[src/rtl/operand_fetch_if.sv]
// Bundle of issue, register-file read, writeback and ALU-side signals for operand_fetch.
// slave is the operand_fetch view; master is the surrounding pipeline view.
interface operand_fetch_if #(
  parameter int unsigned DATA_W = 8,
  parameter int unsigned ADDR_W = 3,
  parameter int unsigned OP_W   = 4
) ();
  logic              issue_valid;
  logic              issue_ready;
  logic [OP_W-1:0]   issue_op;
  logic [ADDR_W-1:0] issue_rs1;
  logic [ADDR_W-1:0] issue_rs2;
  logic [ADDR_W-1:0] issue_rd;
  logic              issue_wr;
  logic [ADDR_W-1:0] rf_addr1;
  logic [ADDR_W-1:0] rf_addr2;
  logic [DATA_W-1:0] rf_data1;
  logic [DATA_W-1:0] rf_data2;
  logic              wb_en;
  logic [ADDR_W-1:0] wb_addr;
  logic [DATA_W-1:0] wb_data;
  logic              ex_valid;
  logic              ex_ready;
  logic [OP_W-1:0]   ex_op;
  logic [DATA_W-1:0] ex_a;
  logic [DATA_W-1:0] ex_b;
  logic [ADDR_W-1:0] ex_rd;
  logic              ex_wr;

  modport slave (
    input  issue_valid, issue_op, issue_rs1, issue_rs2, issue_rd, issue_wr,
    input  rf_data1, rf_data2, wb_en, wb_addr, wb_data, ex_ready,
    output issue_ready, rf_addr1, rf_addr2, ex_valid, ex_op, ex_a, ex_b, ex_rd, ex_wr
  );

  modport master (
    output issue_valid, issue_op, issue_rs1, issue_rs2, issue_rd, issue_wr,
    output rf_data1, rf_data2, wb_en, wb_addr, wb_data, ex_ready,
    input  issue_ready, rf_addr1, rf_addr2, ex_valid, ex_op, ex_a, ex_b, ex_rd, ex_wr
  );
endinterface

[src/rtl/operand_fetch.sv]
// Operand fetch stage: RF read, scoreboard hazard check, one registered bundle to the ALU.
// Define OPFETCH_BYPASS_EN to forward the same-cycle writeback instead of stalling on it.
module operand_fetch #(
  parameter int unsigned DATA_W = 8,
  parameter int unsigned ADDR_W = 3,
  parameter int unsigned OP_W   = 4
) (
  input logic            clk,
  input logic            rst,
  operand_fetch_if.slave bus
);
  localparam int unsigned NumRegs = 1 << ADDR_W;

  logic [NumRegs-1:0] busy_q, busy_d;
  logic               ex_valid_q;
  logic [OP_W-1:0]    ex_op_q;
  logic [DATA_W-1:0]  ex_a_q, ex_b_q;
  logic [ADDR_W-1:0]  ex_rd_q;
  logic               ex_wr_q;

  logic              byp1, byp2, bypd;
  logic              blk1, blk2, waw, hazard, accept;
  logic [DATA_W-1:0] src_a, src_b;

  assign bus.rf_addr1 = bus.issue_rs1;
  assign bus.rf_addr2 = bus.issue_rs2;

  always_comb begin
`ifdef OPFETCH_BYPASS_EN
    byp1 = bus.wb_en && (bus.wb_addr == bus.issue_rs1);
    byp2 = bus.wb_en && (bus.wb_addr == bus.issue_rs2);
    bypd = bus.wb_en && (bus.wb_addr == bus.issue_rd);
`else
    // Without forwarding a busy register is only usable once the RF holds the new value.
    byp1 = 1'b0;
    byp2 = 1'b0;
    bypd = 1'b0;
`endif
  end

  always_comb begin
    src_a = '0;
    if (bus.issue_rs1 != '0) src_a = byp1 ? bus.wb_data : bus.rf_data1;
    src_b = '0;
    if (bus.issue_rs2 != '0) src_b = byp2 ? bus.wb_data : bus.rf_data2;
  end

  assign blk1   = (bus.issue_rs1 != '0) && busy_q[bus.issue_rs1] && !byp1;
  assign blk2   = (bus.issue_rs2 != '0) && busy_q[bus.issue_rs2] && !byp2;
  assign waw    = bus.issue_wr && (bus.issue_rd != '0) && busy_q[bus.issue_rd] && !bypd;
  assign hazard = bus.issue_valid && (blk1 || blk2 || waw);

  assign bus.issue_ready = (!ex_valid_q || bus.ex_ready) && !hazard;
  assign accept          = bus.issue_valid && bus.issue_ready;

  // Clear first so a same-cycle set on the same register wins.
  always_comb begin
    busy_d = busy_q;
    if (bus.wb_en && (bus.wb_addr != '0)) busy_d[bus.wb_addr] = 1'b0;
    if (accept && bus.issue_wr && (bus.issue_rd != '0)) busy_d[bus.issue_rd] = 1'b1;
    busy_d[0] = 1'b0;
  end

  always_ff @(posedge clk or negedge rst) begin
    if (!rst) begin
      busy_q     <= '0;
      ex_valid_q <= 1'b0;
      ex_op_q    <= '0;
      ex_a_q     <= '0;
      ex_b_q     <= '0;
      ex_rd_q    <= '0;
      ex_wr_q    <= 1'b0;
    end else begin
      busy_q <= busy_d;
      if (accept) begin
        ex_valid_q <= 1'b1;
        ex_op_q    <= bus.issue_op;
        ex_a_q     <= src_a;
        ex_b_q     <= src_b;
        ex_rd_q    <= bus.issue_rd;
        ex_wr_q    <= bus.issue_wr;
      end else if (bus.ex_ready) begin
        ex_valid_q <= 1'b0;
      end
    end
  end

  assign bus.ex_valid = ex_valid_q;
  assign bus.ex_op    = ex_op_q;
  assign bus.ex_a     = ex_a_q;
  assign bus.ex_b     = ex_b_q;
  assign bus.ex_rd    = ex_rd_q;
  assign bus.ex_wr    = ex_wr_q;
endmodule
[src/flat_wrapper.sv]
// flat-port wrapper written by rule: the top's interface ports become plain ports
module operand_fetch_flat 
#(
  parameter int unsigned DATA_W = 8,
  parameter int unsigned ADDR_W = 3,
  parameter int unsigned OP_W   = 4
)
  (clk, rst, bus_issue_valid, bus_issue_op, bus_issue_rs1, bus_issue_rs2, bus_issue_rd, bus_issue_wr, bus_rf_data1, bus_rf_data2, bus_wb_en, bus_wb_addr, bus_wb_data, bus_ex_ready, bus_issue_ready, bus_rf_addr1, bus_rf_addr2, bus_ex_valid, bus_ex_op, bus_ex_a, bus_ex_b, bus_ex_rd, bus_ex_wr);
  operand_fetch_if #(.DATA_W(DATA_W), .ADDR_W(ADDR_W), .OP_W(OP_W)) bus_i ();
  input logic clk;
  input logic rst;
  input wire logic [$bits(bus_i.issue_valid)-1:0] bus_issue_valid;
  input wire logic [$bits(bus_i.issue_op)-1:0] bus_issue_op;
  input wire logic [$bits(bus_i.issue_rs1)-1:0] bus_issue_rs1;
  input wire logic [$bits(bus_i.issue_rs2)-1:0] bus_issue_rs2;
  input wire logic [$bits(bus_i.issue_rd)-1:0] bus_issue_rd;
  input wire logic [$bits(bus_i.issue_wr)-1:0] bus_issue_wr;
  input wire logic [$bits(bus_i.rf_data1)-1:0] bus_rf_data1;
  input wire logic [$bits(bus_i.rf_data2)-1:0] bus_rf_data2;
  input wire logic [$bits(bus_i.wb_en)-1:0] bus_wb_en;
  input wire logic [$bits(bus_i.wb_addr)-1:0] bus_wb_addr;
  input wire logic [$bits(bus_i.wb_data)-1:0] bus_wb_data;
  input wire logic [$bits(bus_i.ex_ready)-1:0] bus_ex_ready;
  output wire logic [$bits(bus_i.issue_ready)-1:0] bus_issue_ready;
  output wire logic [$bits(bus_i.rf_addr1)-1:0] bus_rf_addr1;
  output wire logic [$bits(bus_i.rf_addr2)-1:0] bus_rf_addr2;
  output wire logic [$bits(bus_i.ex_valid)-1:0] bus_ex_valid;
  output wire logic [$bits(bus_i.ex_op)-1:0] bus_ex_op;
  output wire logic [$bits(bus_i.ex_a)-1:0] bus_ex_a;
  output wire logic [$bits(bus_i.ex_b)-1:0] bus_ex_b;
  output wire logic [$bits(bus_i.ex_rd)-1:0] bus_ex_rd;
  output wire logic [$bits(bus_i.ex_wr)-1:0] bus_ex_wr;
  assign bus_i.issue_valid = bus_issue_valid;
  assign bus_i.issue_op = bus_issue_op;
  assign bus_i.issue_rs1 = bus_issue_rs1;
  assign bus_i.issue_rs2 = bus_issue_rs2;
  assign bus_i.issue_rd = bus_issue_rd;
  assign bus_i.issue_wr = bus_issue_wr;
  assign bus_i.rf_data1 = bus_rf_data1;
  assign bus_i.rf_data2 = bus_rf_data2;
  assign bus_i.wb_en = bus_wb_en;
  assign bus_i.wb_addr = bus_wb_addr;
  assign bus_i.wb_data = bus_wb_data;
  assign bus_i.ex_ready = bus_ex_ready;
  assign bus_issue_ready = bus_i.issue_ready;
  assign bus_rf_addr1 = bus_i.rf_addr1;
  assign bus_rf_addr2 = bus_i.rf_addr2;
  assign bus_ex_valid = bus_i.ex_valid;
  assign bus_ex_op = bus_i.ex_op;
  assign bus_ex_a = bus_i.ex_a;
  assign bus_ex_b = bus_i.ex_b;
  assign bus_ex_rd = bus_i.ex_rd;
  assign bus_ex_wr = bus_i.ex_wr;
  operand_fetch #(.DATA_W(DATA_W), .ADDR_W(ADDR_W), .OP_W(OP_W)) u_core (.clk(clk), .rst(rst), .bus(bus_i));
endmodule
[config.mk]
export PLATFORM = sky130hd
export DESIGN_NAME = operand_fetch_flat
export DESIGN_NICKNAME = d
export VERILOG_FILES = /design/src/rtl/operand_fetch_if.sv /design/src/rtl/operand_fetch.sv /design/src/flat_wrapper.sv
export SDC_FILE = /design/constraint.sdc
export NUM_CORES = 1
export LEC_CHECK = 0
export ABC_AREA = 0
export CAP_MARGIN = 20
export CORE_MARGIN = 8
export CORE_UTILIZATION = 40
export CTS_BUF_LIST = sky130_fd_sc_hd__clkbuf_8
export DETAILED_ROUTE_END_ITERATION = 12
export HOLD_SLACK_MARGIN = 0.06
export MAX_ROUTING_LAYER = met4
export PLACE_DENSITY = 0.77
export REMOVE_ABC_BUFFERS = 1
export SETUP_SLACK_MARGIN = 0.1
export SLEW_MARGIN = 20
export SYNTH_ARGS = -nofsm -noshare
export SYNTH_HDL_FRONTEND = slang
export SYNTH_SLANG_ARGS = --single-unit
[constraint.sdc]
create_clock -name clk -period 3.65 [get_ports clk]
set_input_delay 0.365 -clock clk [delete_from_list [all_inputs] [get_ports clk]]
set_output_delay 0.365 -clock clk [all_outputs]
set_load 0.05 [all_outputs]
-- After elaboration in Yosys (flattened, before gate mapping)
Index checks and enable logic that the tools add are counted.
- reductions and logical operators: 22
- magnitude comparators: 6
- mux-type cells: 16
- bitwise gates (word level): 3
- operators with widths (operator ; number):
    8-bit 2-to-1 mux ; 4
    3-bit by 4-bit < comparator with 1-bit output, second input constant ; 4
    1-bit logical AND ; 12
    3-bit nonzero test ; 4
    1-bit binary-select mux with 3-bit select ; 3
    8-bit bitwise AND ; 1
    8-bit inverter ; 1
    8-bit bitwise OR ; 1
    1-bit 2-to-1 mux ; 7
    1-bit demux with 3-bit select ; 2
    3-bit by 1-bit >= comparator with 1-bit output, second input constant ; 2
    1-bit logical OR ; 3
    1-bit logical NOT ; 2
    2-bit nonzero test ; 1
- register bits after elaboration: 32
- input bits: 46
- logic and storage cells: 54
- output and inout bits: 32

-- Depth between registers and ports, before layout
Gate-level depths: netlist of the first run.
- word-level depth: 12
- mapped depth: 7
- gate-level depth less buffers: 5

-- Worst setup path after synthesis of the first run
Ideal clock, no wire load.
- kind: input-to-output
- start point: input bus_issue_rd[1]
- end point: output bus_issue_ready
- cell stages on the path: 6
- arrival: 1646 ps
- required time: 3285 ps
- buffers on the path: 1
- slack: 1639 ps
- path through: buf_2 mux2i_1 a21oi_1 o2111a_1 o21ai_0 and2_1
- word-level cells in the longest chain between the ends: 7
- elaborated cells between the ends (all ways): 9
- those cells by class: 2 x mux; 7 x reduce/logical
- RTL lines (what ; line ; source):
    start: declaration ; flat_wrapper.sv:16 ; input wire logic [$bits(bus_i.issue_rd)-1:0] bus_issue_rd;
    1-bit binary-select mux with 3-bit select / 3-bit nonzero test (equally long branches) ; operand_fetch.sv:50 ; assign waw = bus.issue_wr && (bus.issue_rd != '0) && busy_q[bus.issue_rd] && !bypd;
    1-bit 2-to-1 mux (implied by the code) / 1-bit logical AND (equally long branches) ; operand_fetch.sv:50 ;
    1-bit logical AND * ; operand_fetch.sv:50 ;
    1-bit logical OR * ; operand_fetch.sv:51 ; assign hazard = bus.issue_valid && (blk1 || blk2 || waw);
    1-bit logical AND * ; operand_fetch.sv:51 ;
    1-bit logical NOT * ; operand_fetch.sv:53 ; assign bus.issue_ready = (!ex_valid_q || bus.ex_ready) && !hazard;
    1-bit logical AND * ; operand_fetch.sv:53 ;
    end: declaration ; flat_wrapper.sv:24 ; output wire logic [$bits(bus_i.issue_ready)-1:0] bus_issue_ready;
Every way passes the cells marked *; elsewhere a longest branch is shown, timed or not. The select of a mux whose other input is x is not followed.

-- Worst setup path in the final report of the first run
- start point: input bus_issue_rs2[0]
- end point: output bus_issue_ready
- word-level cells in the longest chain between the ends: 8
- elaborated cells between the ends (all ways): 9
- those cells by class: 2 x mux; 7 x reduce/logical
- RTL lines (what ; line ; source):
    start: declaration ; flat_wrapper.sv:15 ; input wire logic [$bits(bus_i.issue_rs2)-1:0] bus_issue_rs2;
    1-bit binary-select mux with 3-bit select ; operand_fetch.sv:49 ; assign blk2 = (bus.issue_rs2 != '0) && busy_q[bus.issue_rs2] && !byp2;
    1-bit 2-to-1 mux (implied by the code) ; operand_fetch.sv:49 ;
    1-bit logical AND * ; operand_fetch.sv:49 ;
    1-bit logical OR * (2 in a row) ; operand_fetch.sv:51 ;
    1-bit logical AND * ; operand_fetch.sv:51 ;
    1-bit logical NOT * ; operand_fetch.sv:53 ;
    1-bit logical AND * ; operand_fetch.sv:53 ;
Marked as above.

==> results of run 1 <==
[worst max-delay path by stage]
stage	start	to	slack, ns
5_1_grt	bus_issue_rs2[0]	bus_issue_ready	0.30
2_1_floorplan	bus_issue_rs2[1]	u_core.bus.ex_op[2]	1.0
6_report	bus_issue_rs2[0]	bus_issue_ready	0.44
3_5_place_dp	bus_issue_rs2[0]	bus_issue_ready	0.43
3_3_place_gp	bus_issue_rs2[0]	bus_issue_ready	0.50
4_1_cts	bus_issue_rs2[0]	bus_issue_ready	0.43
[final cells by class]
| type | count | area share |
|---|---|---|
| Inverter | 2 | 0.00293 |
| Multi-Input combinational cell | 93 | 0.346 |
| Tap cell | 52 | 0.0254 |
| Clock inverter | 2 | 0.00293 |
| Clock buffer | 6 | 0.0322 |
| Sequential cell | 32 | 0.312 |
| Timing Repair Buffer | 72 | 0.278 |
[metrics by stage]
stage	cells	utilization	hold WS (ns)	total power [mW]
after floorplan	127	-	0.0694	1.21
final	259	0.593	0.494	1.84
after detailed placement	251	0.572	0.496	1.57
after CTS	259	0.593	0.505	1.86
after global routing	259	0.593	0.529	1.93
after global placement	251	0.572	0.491	1.56
[synthesized netlist by cell type (all sizes together)]
cell type and instances:
nand3b 2, a21oi 3, and2 3, a32o 5, nor2 1, nand4 1, o31a 1, inv 2
mux2 26, o31ai 2, nor3b 1, o2111a 1, a211oi 1, and3b 1, dfrtp 32, nand2b 1
o21ai 1, nand2 5, nor3 5, nor2b 19, nand4b 2, and3 1, buf 12, a22o 1
a41o 1, mux2i 7, nand3 1, mux4 1
[worst max-delay path, delay by kind of cell]
kind / cells / cell delay (ns)
AO/OA/AOI/OAI: 2 / 0.31
buffers and inverters: 2 / 1.40
multiplexers: 1 / 0.37
AND/OR/NAND/NOR: 2 / 0.40
[registers in the layout (all words and copies together) (netlist names)]
register             cells
u_core.bus.ex_valid      1
u_core.bus.ex_rd         3
u_core.bus.ex_a          8
u_core.bus.ex_op         4
u_core.bus.ex_wr         1
u_core.bus.ex_b          8
u_core.busy_q            7
[logic make-up (layout without fill, tap and decap cells)]
| kind of cell | count (synthesis) | in the layout | synth area share |
|---|---|---|---|
| flops | 32 | 32 | 0.447 |
| mux | 34 | 34 | 0.263 |
| compound gates | 16 | 16 | 0.0789 |
| buf+inv | 14 | 82 | 0.0579 |
| simple gates | 43 | 43 | 0.154 |
[layer usage]
layer	track usage	vias up	wire [um]
met5	-	-	0
met4	0.0431	0	35
met3	0.0459	4	275
met2	0.191	54	1930
met1	0.167	641	2110
li1	-	635	-
[where the power goes]
part	switching (mW)	total [mW]	internal (mW)
registers	0.0794	0.560	0.481
logic	0.581	1.00	0.423
clock network	0.124	0.272	0.148
total	0.785	1.84	1.05
==> results by group, run 1 <==
Status
  • Status: finished, final reports clean

Placement
  • Pre-CTS setup slack: 0.431 ns
  • Post-DP Area: 2470 sq um
  • Detailed placer's ending HPWL: approximately 3200 um
  • Number of I/O port buffers: just under 70
  • Placer Congestion: 0.843

Setup path
  • Worst r2r src: u_core.busy_q[4]
  • Max incr delay on CP: 0.80 ns
  • Type of the worst setup path: input port to primary output
  • WP data arrival: 2.84 ns
  • Crit-path max FO: 6
  • Worst Reg-to-Reg Cells: 6
  • Worst r2r dst: u_core.bus.ex_op[2]
  • CP most frequent cell: clkdlybuf4s50_1
  • Critical Path End Type: primary output
  • Cells along the critical path: clkdlybuf4s50_1 -> mux2_2 -> nor3b_1 -> o31ai_2 -> o21ai_0 -> and2_1 -> clkdlybuf4s50_1
  • Worst setup SP type: input port
  • R2R setup slack: ~1.4 ns
  • Data required, critical path: between 3 and 4 ns
  • Slowest CP cell: clkdlybuf4s50_1

Layout
  • Filler Cell Count: between 300 and 400
  • Final net count: between 200 and 300
  • Layout cells sized above 1: 0.198
  • Design area: about 2600 sq um
  • Synth-to-layout area growth: 43.1%
  • Commonest non-fill, non-tap cell in the layout: clkdlybuf4s50_1
  • Multi-input gate area: 888 sq um
  • Register area: roughly 800 sq um
  • Diode count: 0
  • Most frequent cells in the layout: 69 x clkdlybuf4s50_1, 32 x dfrtp_1, 23 x mux2_4

STA
  • Worst rel slew slack: 0.363
  • Part of the cycle the worst path needs: 0.879
  • Final TNS setup: 0 ns
  • # setup viols final: 0
  • Max-slew violation count: 0
  • Fin. Hold Viols: 0
  • RSZ-0062 raised after global routing: no
  • Setup Skew: slightly above 0.004 ns
  • Final setup margin: 0.440 ns
  • Tmin final: roughly 3.2 ns
  • FMAX: about 0.31 GHz
  • Slew @ Worst Pin: around 0.95 ns

Routing
  • DR vias/cell: slightly above 5
  • 1st-iter DRT viols: 127
  • Pre-antenna DRT Iters: 4
  • Post-DRT Antenna Nets: 0
  • Drt wl/cell: ~17 um
  • Residual DRC count: 0
  • Vias: approximately 1300
  • Total wire length: 4360 um

Power and ir drop
  • VDD IR max: 376 uV
  • Power per cell area: 716 nW/um^2
  • LEAKAGE: approximately 1.1 nW

Clock network
  • Number of buffers created by CTS: 5
  • CTS tree: done
  • Latest clock arrival within the worst-skew pair: between 0.2 and 0.3 ns
  • Post-CTS setup buffer count: 0
  • H-tree depth: 2
  • Post-CTS Resized: 0
  • Clock root buffer: clkbuf_8
  • Clock Sinks: 32
  • Clk pin slew, worst setup/hold paths: about 0.07 ns
  • Clk buf depth: 2
  • Cts hold-fix bufs: 0

Global route
  • GRT Residual Overflow: 0
  • First-pass GRT wire length: 7270 um
  • Largest net degree at the start of global routing: 33
  • Global-route usage over all layers: 0.132
  • Number of global-route vias before repair: ~1400
  • Initial antenna violation count: 0

Floorplanning
  • Num ports: 78
  • DIE WIDTH: between 80 and 90 um
  • CORE AREA: 4320 sq um
  • Row count: 24
  • Initial Utilization: 0.415
  • Die Ht: roughly 83 um
  • Die footprint: between 6000 and 7000 sq um

Synthesis
  • Synth cell types: 33
  • Synth area leader: dfrtp_1
  • YS warnings: 0
  • Sequential-to-total area share from yosys stat: 0.447
  • Post-Syn Area: ~1800 sq um
  • Area share of the largest cell type after synthesis: 0.447
  • Synth area leaders: dfrtp_1 45%, mux2_4 19%, nor2b_1 6.6%
  • Gate Count Post-Synth: about 140
  • #FFs+latches synth: 32
  • Post-Synthesis Mean Instance Area: roughly 13 sq um

Run
  • Max-cap violations: 0

Worst hold path
  • Hold crit path type: input port to async pin
No activity file was read; power rests on OpenSTA's default activity.
==> inputs of run 2 (changes only) <==
Settings changed: CORE_ASPECT_RATIO set to 2.
==> results by group, run 2 (synthesized netlist as in run 1, its figures left out) <==
Layout
  • Most frequent cells in the layout: 69 x clkdlybuf4s50_1, 32 x dfrtp_1, 23 x mux2_4
  • Commonest non-fill, non-tap cell in the layout: clkdlybuf4s50_1
  • Post-Layout Cell Count: 260 (+0.39%)
  • Layout cells sized above 1: 0.199 (+0.000961)
  • Design area: 2590 sq um (+0.98%)
  • Util after Layout: 0.597 (+0.00372)
  • Diode count: 0 (unchanged)
  • Synth-to-layout area growth: 44.5%
  • Filler Cell Count: 371 (+0.54%)
  • Final net count: 251 (-0.40%)

STA
  • Final TNS setup: 0 ns (unchanged)
  • Slew @ Worst Pin: 0.927 ns (-0.0212 ns)
  • Setup Skew: 0.00830 ns (+0.00421 ns)
  • Worst rel slew slack: 0.377 (+0.0142)
  • Tmin final: 3.17 ns (-0.0358 ns)
  • Part of the cycle the worst path needs: 0.870 (-0.00980)
  • FMAX: 0.315 GHz (+1.1%)
  • Fin. Hold Viols: 0 (unchanged)
  • Final setup margin: 0.476 ns (+0.0358 ns)
  • Max-slew violation count: 0 (unchanged)
  • RSZ-0062 raised after global routing: no
  • Hold_ws: 0.475 ns (-0.0185 ns)
  • # setup viols final: 0 (unchanged)

Routing
  • Post-DRT Antenna Nets: 0 (unchanged)
  • Total wire length: 4500 um (+3.3%)
  • Vias: 1317 (-1.3%)
  • Residual DRC count: 0 (unchanged)
  • Drt wl/cell: 17.3 um (+2.9%)
  • DR vias/cell: 5.07 (-1.7%)
  • 1st-iter DRT viols: 33 (-74%)
  • Pre-antenna DRT Iters: 4 (unchanged)

Setup path
  • Worst r2r src: u_core.busy_q[3]
  • WP data arrival: 2.81 ns (-0.03 ns)
  • Type of the worst setup path: input port to primary output
  • Worst setup SP type: input port
  • Critical Path Start: bus_issue_rs2[0]
  • Critical Path End Type: primary output
  • Crit-path max FO: 6 (unchanged)
  • Data required, critical path: 3.28 ns (about the same)

Floorplanning
  • Initial Utilization: 0.413 (-0.00143)
  • DIE WIDTH: 63.3 um (-24%)
  • CORE AREA: 4340 sq um (+0.35%)
  • Num ports: 78 (unchanged)
  • Die footprint: 7010 sq um (+1.9%)
  • Die Ht: 111 um (+33%)
  • Row count: 34 (+42%)

Clock network
  • Clk pin slew, worst setup/hold paths: 0.07 ns (about the same)
  • Number of buffers created by CTS: 5 (unchanged)
  • Clock root buffer: clkbuf_8
  • Post-CTS Resized: 0 (unchanged)
  • CTS tree: done
  • Clk buf depth: 2 (unchanged)
  • Cts hold-fix bufs: 0 (unchanged)
  • H-tree depth: 2 (unchanged)
  • Clock Sinks: 32 (unchanged)
  • Post-CTS setup buffer count: 0 (unchanged)
  • Latest clock arrival within the worst-skew pair: 0.29 ns (about the same)

Power and ir drop
  • LEAKAGE: 1.11 nW (+0.33%)
  • VDD IR max: 481 uV (+28%)
  • Pwr Total: 1.91 mW (+4.2%)
  • Power per cell area: 739 nW/um^2 (+3.2%)

Placement
  • Placer Congestion: 0.832 (-1.3%)
  • Number of I/O port buffers: 69 (unchanged)
  • Detailed placer's ending HPWL: 3380 um (+6.2%)
  • Post-DP Area: 2480 sq um (+0.30%)
  • Pre-CTS setup slack: 0.468 ns (+0.0372 ns)
  • Dpl cells: 252 (+0.40%)

Global route
  • Largest net degree at the start of global routing: 33 (unchanged)
  • First-pass GRT wire length: 7340 um (+1.0%)
  • Initial antenna violation count: 0 (unchanged)
  • Number of global-route vias before repair: 1467 (+5.1%)
  • Global-route usage over all layers: 0.135 (+0.00273)
  • GRT Residual Overflow: 0 (unchanged)

Worst hold path
  • Hold crit path type: input port to async pin

Status
  • Status: finished, final reports clean

Run
  • Max-cap violations: 0 (unchanged)
[run 2: cell types whose count changed in the layout (fill, tap and decap cells not counted)]
cell,previous run,this run
buf_4,3,1
clkinv_2,0,1
buf_12,0,1
bufinv_16,0,1
inv_1,4,3
clkbuf_8,6,5
[run 2: layout make-up]
cell class,count,area (sq um),area share
sequential,32,801,0.309
inverter,2,7.51,0.00290
tap,54,67.6,0.0261
clock inverter,3,38.8,0.0150
timing repair buffer,71,718,0.277
multi-input combinational,93,888,0.343
clock buffer,5,68.8,0.0266
[run 2: path summary, 6_finish.rpt]
path | endpoint | slack (ns) | cells after the start
max in group asynchronous | u_core.bus.ex_op[0] | 2.88 | 2
min in group clk | u_core.bus.ex_b[2] | 0.51 | 1
setup reg to reg | u_core.bus.ex_op[2] | 1.61 | 6
hold / removal | u_core.bus.ex_wr | 0.48 | 2
setup / recovery | bus_issue_ready | 0.48 | 7
hold reg to reg | u_core.bus.ex_b[2] | 0.51 | 1
[run 2: power by group]
part	internal, mW	leakage (nW)	switching (mW)
Sequential	0.480	0.391	0.0796
Clock	0.200	0.0593	0.141
Combinational	0.426	0.655	0.587
[run 2: routing by layer]
| metal | track usage | vias up | wire length [um] |
|---|---|---|---|
| li1 | - | 630 | - |
| met1 | 0.137 | 638 | 1720 |
| met2 | 0.236 | 41 | 2500 |
| met3 | 0.0253 | 8 | 171 |
| met4 | 0.0675 | 0 | 109 |
| met5 | - | - | 0 |
[run 2: critical path: stages]
cell and delay, ns:
clkdlybuf4s50_1 0.60, mux2_2 0.37, nor3b_1 0.23, o31ai_2 0.14, o21ai_0 0.17, and2_1 0.14
clkdlybuf4s50_1 0.79
